[config.mk]
export PLATFORM = sky130hd
export DESIGN_NAME = fetch_controller
export DESIGN_NICKNAME = d
export VERILOG_FILES = /design/src/rtl/fetch_controller_pkg.sv /design/src/rtl/fetch_pc_reg.sv /design/src/rtl/fetch_controller.sv
export SDC_FILE = /design/constraint.sdc
export NUM_CORES = 1
export LEC_CHECK = 0
export CAP_MARGIN = 20
export CORE_ASPECT_RATIO = 0.9
export CORE_MARGIN = 5
export CORE_UTILIZATION = 47
export CTS_BUF_LIST = sky130_fd_sc_hd__clkbuf_4
export DETAILED_ROUTE_END_ITERATION = 8
export PLACE_DENSITY = 0.92
export SLEW_MARGIN = 20
export SYNTH_ARGS = -nofsm -noshare
export SYNTH_HDL_FRONTEND = slang
export SYNTH_SLANG_ARGS = --single-unit
[constraint.sdc]
create_clock -name clock -period 2.3 [get_ports clock]
set_clock_uncertainty 0.1 [all_clocks]
set_input_delay 0.23 -clock clock [delete_from_list [all_inputs] [get_ports clock]]
set_output_delay 0.23 -clock clock [all_outputs]
set_load 0.01 [all_outputs]
[src/rtl/fetch_controller_pkg.sv]
// Shared constants and FSM encoding for the instruction fetch controller.
// Holds the address width, reset PC, reset instruction word and the fetch state type.
// Imported by fetch_controller and fetch_pc_reg.
package fetch_controller_pkg;

    localparam int              XLEN      = 32;
    localparam logic [XLEN-1:0] RESET_PC  = 32'h0000_0000;
    localparam logic [31:0]     NOP_INSTR = 32'h0000_0013;   // addi x0,x0,0

    typedef enum logic [1:0] {
        ST_IDLE  = 2'd0,
        ST_REQ   = 2'd1,
        ST_WAIT  = 2'd2,
        ST_VALID = 2'd3
    } fetch_state_t;

endpackage

[src/rtl/fetch_pc_reg.sv]
// Program counter register with its next-PC mux: hold, +4, or redirect target.
// Ports: clock/reset (async active-low), load_redirect + redirect_pc, advance, pc.
// A redirect always wins over advance; the target is forced to word alignment.
module fetch_pc_reg
    import fetch_controller_pkg::*;
(
    input  logic            clock,
    input  logic            reset,
    input  logic            load_redirect,
    input  logic [XLEN-1:0] redirect_pc,
    input  logic            advance,
    output logic [XLEN-1:0] pc
);

    localparam logic [XLEN-1:0] PC_STEP = {{(XLEN-3){1'b0}}, 3'b100};

    logic [XLEN-1:0] pc_next;

    always_comb begin
        pc_next = pc;
        if (load_redirect) begin
            pc_next = {redirect_pc[XLEN-1:2], 2'b00};
        end else if (advance) begin
            pc_next = pc + PC_STEP;   // wraps modulo 2^XLEN
        end
    end

    always_ff @(posedge clock or negedge reset) begin
        if (!reset) begin
            pc <= RESET_PC;
        end else begin
            pc <= pc_next;
        end
    end

endmodule

[src/rtl/fetch_controller.sv]
// Instruction fetch sequencer: owns the PC, keeps one request outstanding to imem,
// and presents each returned word to decode with a valid/ready handshake.
// Ports: run, redirect, imem req/ready/rvalid/rdata, instr valid/ready/data/pc, busy, fetch_count.
module fetch_controller
    import fetch_controller_pkg::*;
(
    input  logic            clock,
    input  logic            reset,
    input  logic            run,
    input  logic            redirect_valid,
    input  logic [XLEN-1:0] redirect_pc,
    output logic            imem_req,
    output logic [XLEN-1:0] imem_addr,
    input  logic            imem_ready,
    input  logic            imem_rvalid,
    input  logic [31:0]     imem_rdata,
    output logic            instr_valid,
    output logic [31:0]     instr,
    output logic [XLEN-1:0] instr_pc,
    input  logic            instr_ready,
    output logic            busy,
    output logic [31:0]     fetch_count
);

    fetch_state_t    state, state_next;
    logic            drop, drop_next;
    logic            capture;
    logic            advance;
    logic            handshake;
    logic [XLEN-1:0] pc;

    fetch_pc_reg u_pc (
        .clock         (clock),
        .reset         (reset),
        .load_redirect (redirect_valid),
        .redirect_pc   (redirect_pc),
        .advance       (advance),
        .pc            (pc)
    );

    always_comb begin
        state_next = state;
        drop_next  = drop;
        capture    = 1'b0;
        advance    = 1'b0;
        handshake  = 1'b0;
        case (state)
            ST_IDLE: begin
                if (run) state_next = ST_REQ;
            end
            ST_REQ: begin
                if (imem_ready) begin
                    state_next = ST_WAIT;
                    // Accepted while being redirected: the response belongs to the old path.
                    if (redirect_valid) drop_next = 1'b1;
                end
            end
            ST_WAIT: begin
                if (imem_rvalid) begin
                    if (drop || redirect_valid) begin
                        drop_next  = 1'b0;
                        state_next = run ? ST_REQ : ST_IDLE;
                    end else begin
                        capture    = 1'b1;
                        advance    = 1'b1;
                        state_next = ST_VALID;
                    end
                end else if (redirect_valid) begin
                    drop_next = 1'b1;
                end
            end
            ST_VALID: begin
                handshake = instr_ready;
                // A redirect retires the buffered word even if decode did not take it.
                if (instr_ready || redirect_valid) begin
                    state_next = run ? ST_REQ : ST_IDLE;
                end
            end
            default: state_next = ST_IDLE;
        endcase
    end

    always_ff @(posedge clock or negedge reset) begin
        if (!reset) begin
            state       <= ST_IDLE;
            drop        <= 1'b0;
            instr       <= NOP_INSTR;
            instr_pc    <= RESET_PC;
            fetch_count <= 32'd0;
        end else begin
            state <= state_next;
            drop  <= drop_next;
            if (capture) begin
                instr    <= imem_rdata;
                instr_pc <= pc;
            end
            if (handshake) fetch_count <= fetch_count + 32'd1;
        end
    end

    assign imem_req    = (state == ST_REQ);
    assign imem_addr   = pc;
    assign instr_valid = (state == ST_VALID);
    assign busy        = (state != ST_IDLE);

    // A response outside WAIT has no matching request; it is ignored above.
    rvalid_in_wait: assert property (@(posedge clock) disable iff (!reset)
        imem_rvalid |-> (state == ST_WAIT))
        else $error("imem_rvalid asserted while no request outstanding");

endmodule

# After elaboration in Yosys (flattened, before gate mapping)
# Cells that the tools add are included.
# op_classes
n_addsub	2
n_eq_ne	8
mux	18
reduce_logical	8
# op_table
cell	count
$mux 32	2
$add 32x1->32 const B	1
$add 32x3->32 const B	1
$mux 2	5
$mux 1	9
$pmux 2 s4	1
$reduce_bool 2->1	3
$eq 2x2->1 const B	2
$ne 2x1->1 const B	2
$ne 2x2->1 const B	2
$reduce_and 4->1	1
$ne 3x3->1 const B	1
$reduce_and 3->1	1
$eq 2x1->1 const B	1
$logic_not 2->1	1
$logic_or 1x1->1	2
$pmux 1 s2	1
# word_totals
reg_bits	131
in_bits	71
elab_cells	42

# Logic depth before layout (Yosys ltp)
# depth
depth_word	6
depth_mapped	6
mapped_depth_nobuf	6

# Cells and area by module
# A second synthesis with hierarchy kept.
# unflattened
hier_cells	476
area_unflattened_um2	5768.0
# modules_own_cells
module	instances	cells_each	area_each_um2
fetch_controller	1	284	4038.9
fetch_pc_reg	1	192	1729.2

# Least setup slack after synthesis
# Ideal clock, no wire load.
# synth_timing
path_kind	reg-to-reg
from	register u_pc.pc[2]
to	register u_pc.pc[18]
setup_ns	0.126
arrival_ns	1.760
t_required_ns	2.074
setup_slack_ns	0.314
stages_incl_launch_ff	7
period_less_slack_ns	1.986
path_cell_list	dfrtp_1 ha_1 nand4_1 nor4_2 nand2_1 mux2i_1 a221o_1
# synth_between
elab_chain_cells	3
# synth_rtl
element	line	source
start: declaration	fetch_pc_reg.sv:12	output logic [XLEN-1:0] pc
start signal: assignment	fetch_pc_reg.sv:32	pc <= pc_next;
$add 32x3->32	fetch_pc_reg.sv:24	pc_next = pc + PC_STEP;
$mux 32	fetch_pc_reg.sv:23	end else if (advance) begin
$mux 32	fetch_pc_reg.sv:21	if (load_redirect) begin
# Every way passes these cells. The select of a mux whose other input is x is not followed.
# A chain may end at the register's enable or synchronous reset.

# Worst setup path after layout
# layout_timing
from	register state[0]
to	output busy
# layout_between
elab_chain_cells	1
# layout_rtl
element	line	source
start: declaration	fetch_controller.sv:25	fetch_state_t state, state_next;
start signal: assignment	fetch_controller.sv:91	state <= state_next;
$reduce_bool 2->1	fetch_controller.sv:104	assign busy = (state != ST_IDLE);
end: declaration	fetch_controller.sv:21	output logic busy,
# Every way passes these cells.

==> impl_metrics.toml <==
[final_layout]
drive_gt1_share_pct = 8.343
final_core_util_pct = 68.31
diodes = 0
area_delta_synth_final_pct = 41.55
fillerInstances = 912
finalInstanceArea_sq_mm = 0.008282
nets = 900

[critical_path]
crit_required_ns = 1.97
critPathSlowestCell = "clkdlybuf4s50_1"
crit_chain = "buf_4 > or2_2 > clkdlybuf4s50_1"
cp_max_fo = 9
max_stage_delay_ns = 0.48
critPathKind = "reg2out"
worstPathArrival_ns = 1.85
cp-start-kind = "flip-flop"
cp-end-kind = "output port"

[logic_synthesis]
ys_seq_area_share_pct = 54.38
ys_top_cells_by_area = "dfrtp_1 (53%), nand2_1 (15%), xnor2_1 (4.6%), nand3_1 (2.2%), nand4_1 (2.1%)"
yosys-top-cells-count = "nand2_1 (228), dfrtp_1 (124), xnor2_1 (31)"
synth_top_area_cell = "dfrtp_1"
synth_top_area_share_pct = 53.04
synth.most_common_cell = "nand2_1"
post_synth.cell_area_avg_sq_um = 9.376
synth_area_sq_mm = 0.005851
synthCells = 624
ys_types = 59
async_flop_share_pct = 100.0
synth_edf_count = 0
ys_warn_count = 0
synth_seq_cells = 127
synthFlopType = "dfrtp_1"

[power_and_ir_drop]
peakVddDrop_uv = 611.6
leakagePower_nw = 3.737
powerDensity_mw_per_mm2 = 755.4
power_w = 0.006256

[route]
first_pass_iters = 5
first_iter_violations = 325
drc = 0
detail-route-antenna-nets = 0
postRouteWirelength_um = 16060
wl_per_cell_um = 16.07
vias_per_cell = 5.287
vias = 5282

[sta]
tightest_slew_ns = 1.061
min_period_ns = 2.180
drv_slew = 0
finalWorstSetupSlack_ns = 0.1201
fin_crit_sh_pct = 94.78
maxSlewHeadroom_pct = 29.04
tns_ns = 0
fmax_mhz = 458.7
hold_viol_final = 0
finalSetupViolCount = 0

[global_route]
grt_max_degree = 64
grt_overflow = 0
grt_pass1_wl_um = 26590
first_global_vias = 5406
grt_antenna_before_repair = 1
grt_use_total_pct = 22.66

[min_path]
hold_class = "in2reg"

[floorplan]
rows = 38
chipHeight_um = 115.8
fp.coreArea_sq_mm = 0.01212
io_pins = 202
die_w_um = 127.6
floorplan.initialDensity_pct = 48.26
die_area_sq_mm = 0.01478

[place]
dpl_cell_area_sq_mm = 0.008025
io_buffers = 195
routabilityCongestion = 0.8016
place_hpwl_um = 11750
post-place-ws_ns = 0.08823

[clock_tree]
post-cts-setup-buffers = 0
cts_tree = "done"
cts_root_buffer = "clkbuf_4"
clock_path_buffers = 2
cts-buffers-inserted = 17
clock_latency_ns = 0.53
cts.clk_slew.worst_paths_ns = 0.10
htreeDepth = 4
cts.sinks = 127

[flow_run]
cap_viol_max_count = 0

[run_status]
status = "finished, final reports clean"
==> through the flow <==
stage / hold WS (ns) / std cells
2_1_floorplan: -0.1656 / 627
3_5_place_dp: 0.1448 / 966
4_1_cts: 0.05411 / 999
6_report: 0.1013 / 999
3_3_place_gp: 0.1423 / 966
5_1_grt: 0.06815 / 999
==> registers in the layout, summed over array words and instances (netlist names) <==
register     flops
fetch_count     32
drop             1
instr_pc        30
state            2
instr           32
u_pc.pc         30
==> cells by family after synthesis <==
group	count (synthesis)	share of synthesized area, %
and+or+nand+nor	345	27.95
DFF	127	54.38
AOI/OAI and AO/OA	69	7.892
buffers and inverters	41	3.293
xor gates and xnor gates	35	5.239
muxes	4	0.7485
adders and majority gates	2	0.4276
other	1	0.06410
==> layout make-up <==
cell class / instances / area, sq um / share of cell area, %
tap: 160 / 200.2 / 2.417
clock inverter: 13 / 100.1 / 1.209
clock buffer: 18 / 135.1 / 1.632
multi-input combinational: 459 / 2487 / 30.03
inverter: 7 / 26.28 / 0.3173
timing repair buffer: 215 / 2150 / 25.96
sequential: 127 / 3183 / 38.43
==> path summary, 6_finish.rpt <==
| check | startpoint | endpoint | slack, ns | cells after the start |
|---|---|---|---|---|
| setup / recovery | state[0]$_DFFE_PN0P_ | busy | 0.12 | 3 |
| hold / removal | imem_rdata[0] | instr[0]$_DFFE_PN1P_ | 0.10 | 3 |
| setup reg to reg | u_pc.pc[3]$_DFFE_PN0P_ | u_pc.pc[18]$_DFFE_PN0P_ | 0.17 | 7 |
| hold reg to reg | instr[1]$_DFFE_PN1P_ | instr[1]$_DFFE_PN1P_ | 0.37 | 2 |
| max in group asynchronous | reset | instr[0]$_DFFE_PN1P_ | 1.35 | 3 |
| min in group asynchronous | reset | instr_pc[6]$_DFFE_PN0P_ | 0.12 | 2 |
==> critical path: cells and delay by family (launching register included) <==
family / cells / cell delay (ns)
buffers and inverters: 2 / 0.65
DFF: 1 / 0.41
and+or+nand+nor: 1 / 0.27
==> where the power goes <==
part	leakage [nW]	internal, W	switching [W]	total, W
combinational	1.95	0.00109	0.000823	0.00191
clock	0.129	0.000523	0.000827	0.00135
sequential	1.66	0.00265	0.000343	0.00299
==> layer usage <==
metal	share of wire (%)	track usage (%)
met1	41	28.52
met2	47	35.71
met3	9.8	8.756
met4	2.3	8.699
met5	0.081	0
==> repair_timing <==
| item | 4_1_cts | 5_1_grt |
|---|---|---|
| setup endpoints to repair | 0 | 2 |
| resized for setup | 0 | 1 |
| endpoints found under the hold margin | 128 | 0 |
| hold buffers | 2 | 0 |
==> cell usage in the layout, fill, tap and decap left out, types with 14 or more instances in the layout <==
| cell | Yosys | routed |
|---|---|---|
| clkbuf_4 | 0 | 18 |
| clkdlybuf4s50_1 | 0 | 193 |
| o21ai_1 | 14 | 14 |
| nand2_1 | 228 | 228 |
| nor2_1 | 16 | 16 |
| dfrtp_1 | 124 | 123 |
| nand4_1 | 20 | 20 |
| buf_4 | 6 | 15 |
| xnor2_1 | 31 | 31 |
| nand3_1 | 26 | 26 |
Note: power is estimated with default switching activity, not from simulation.
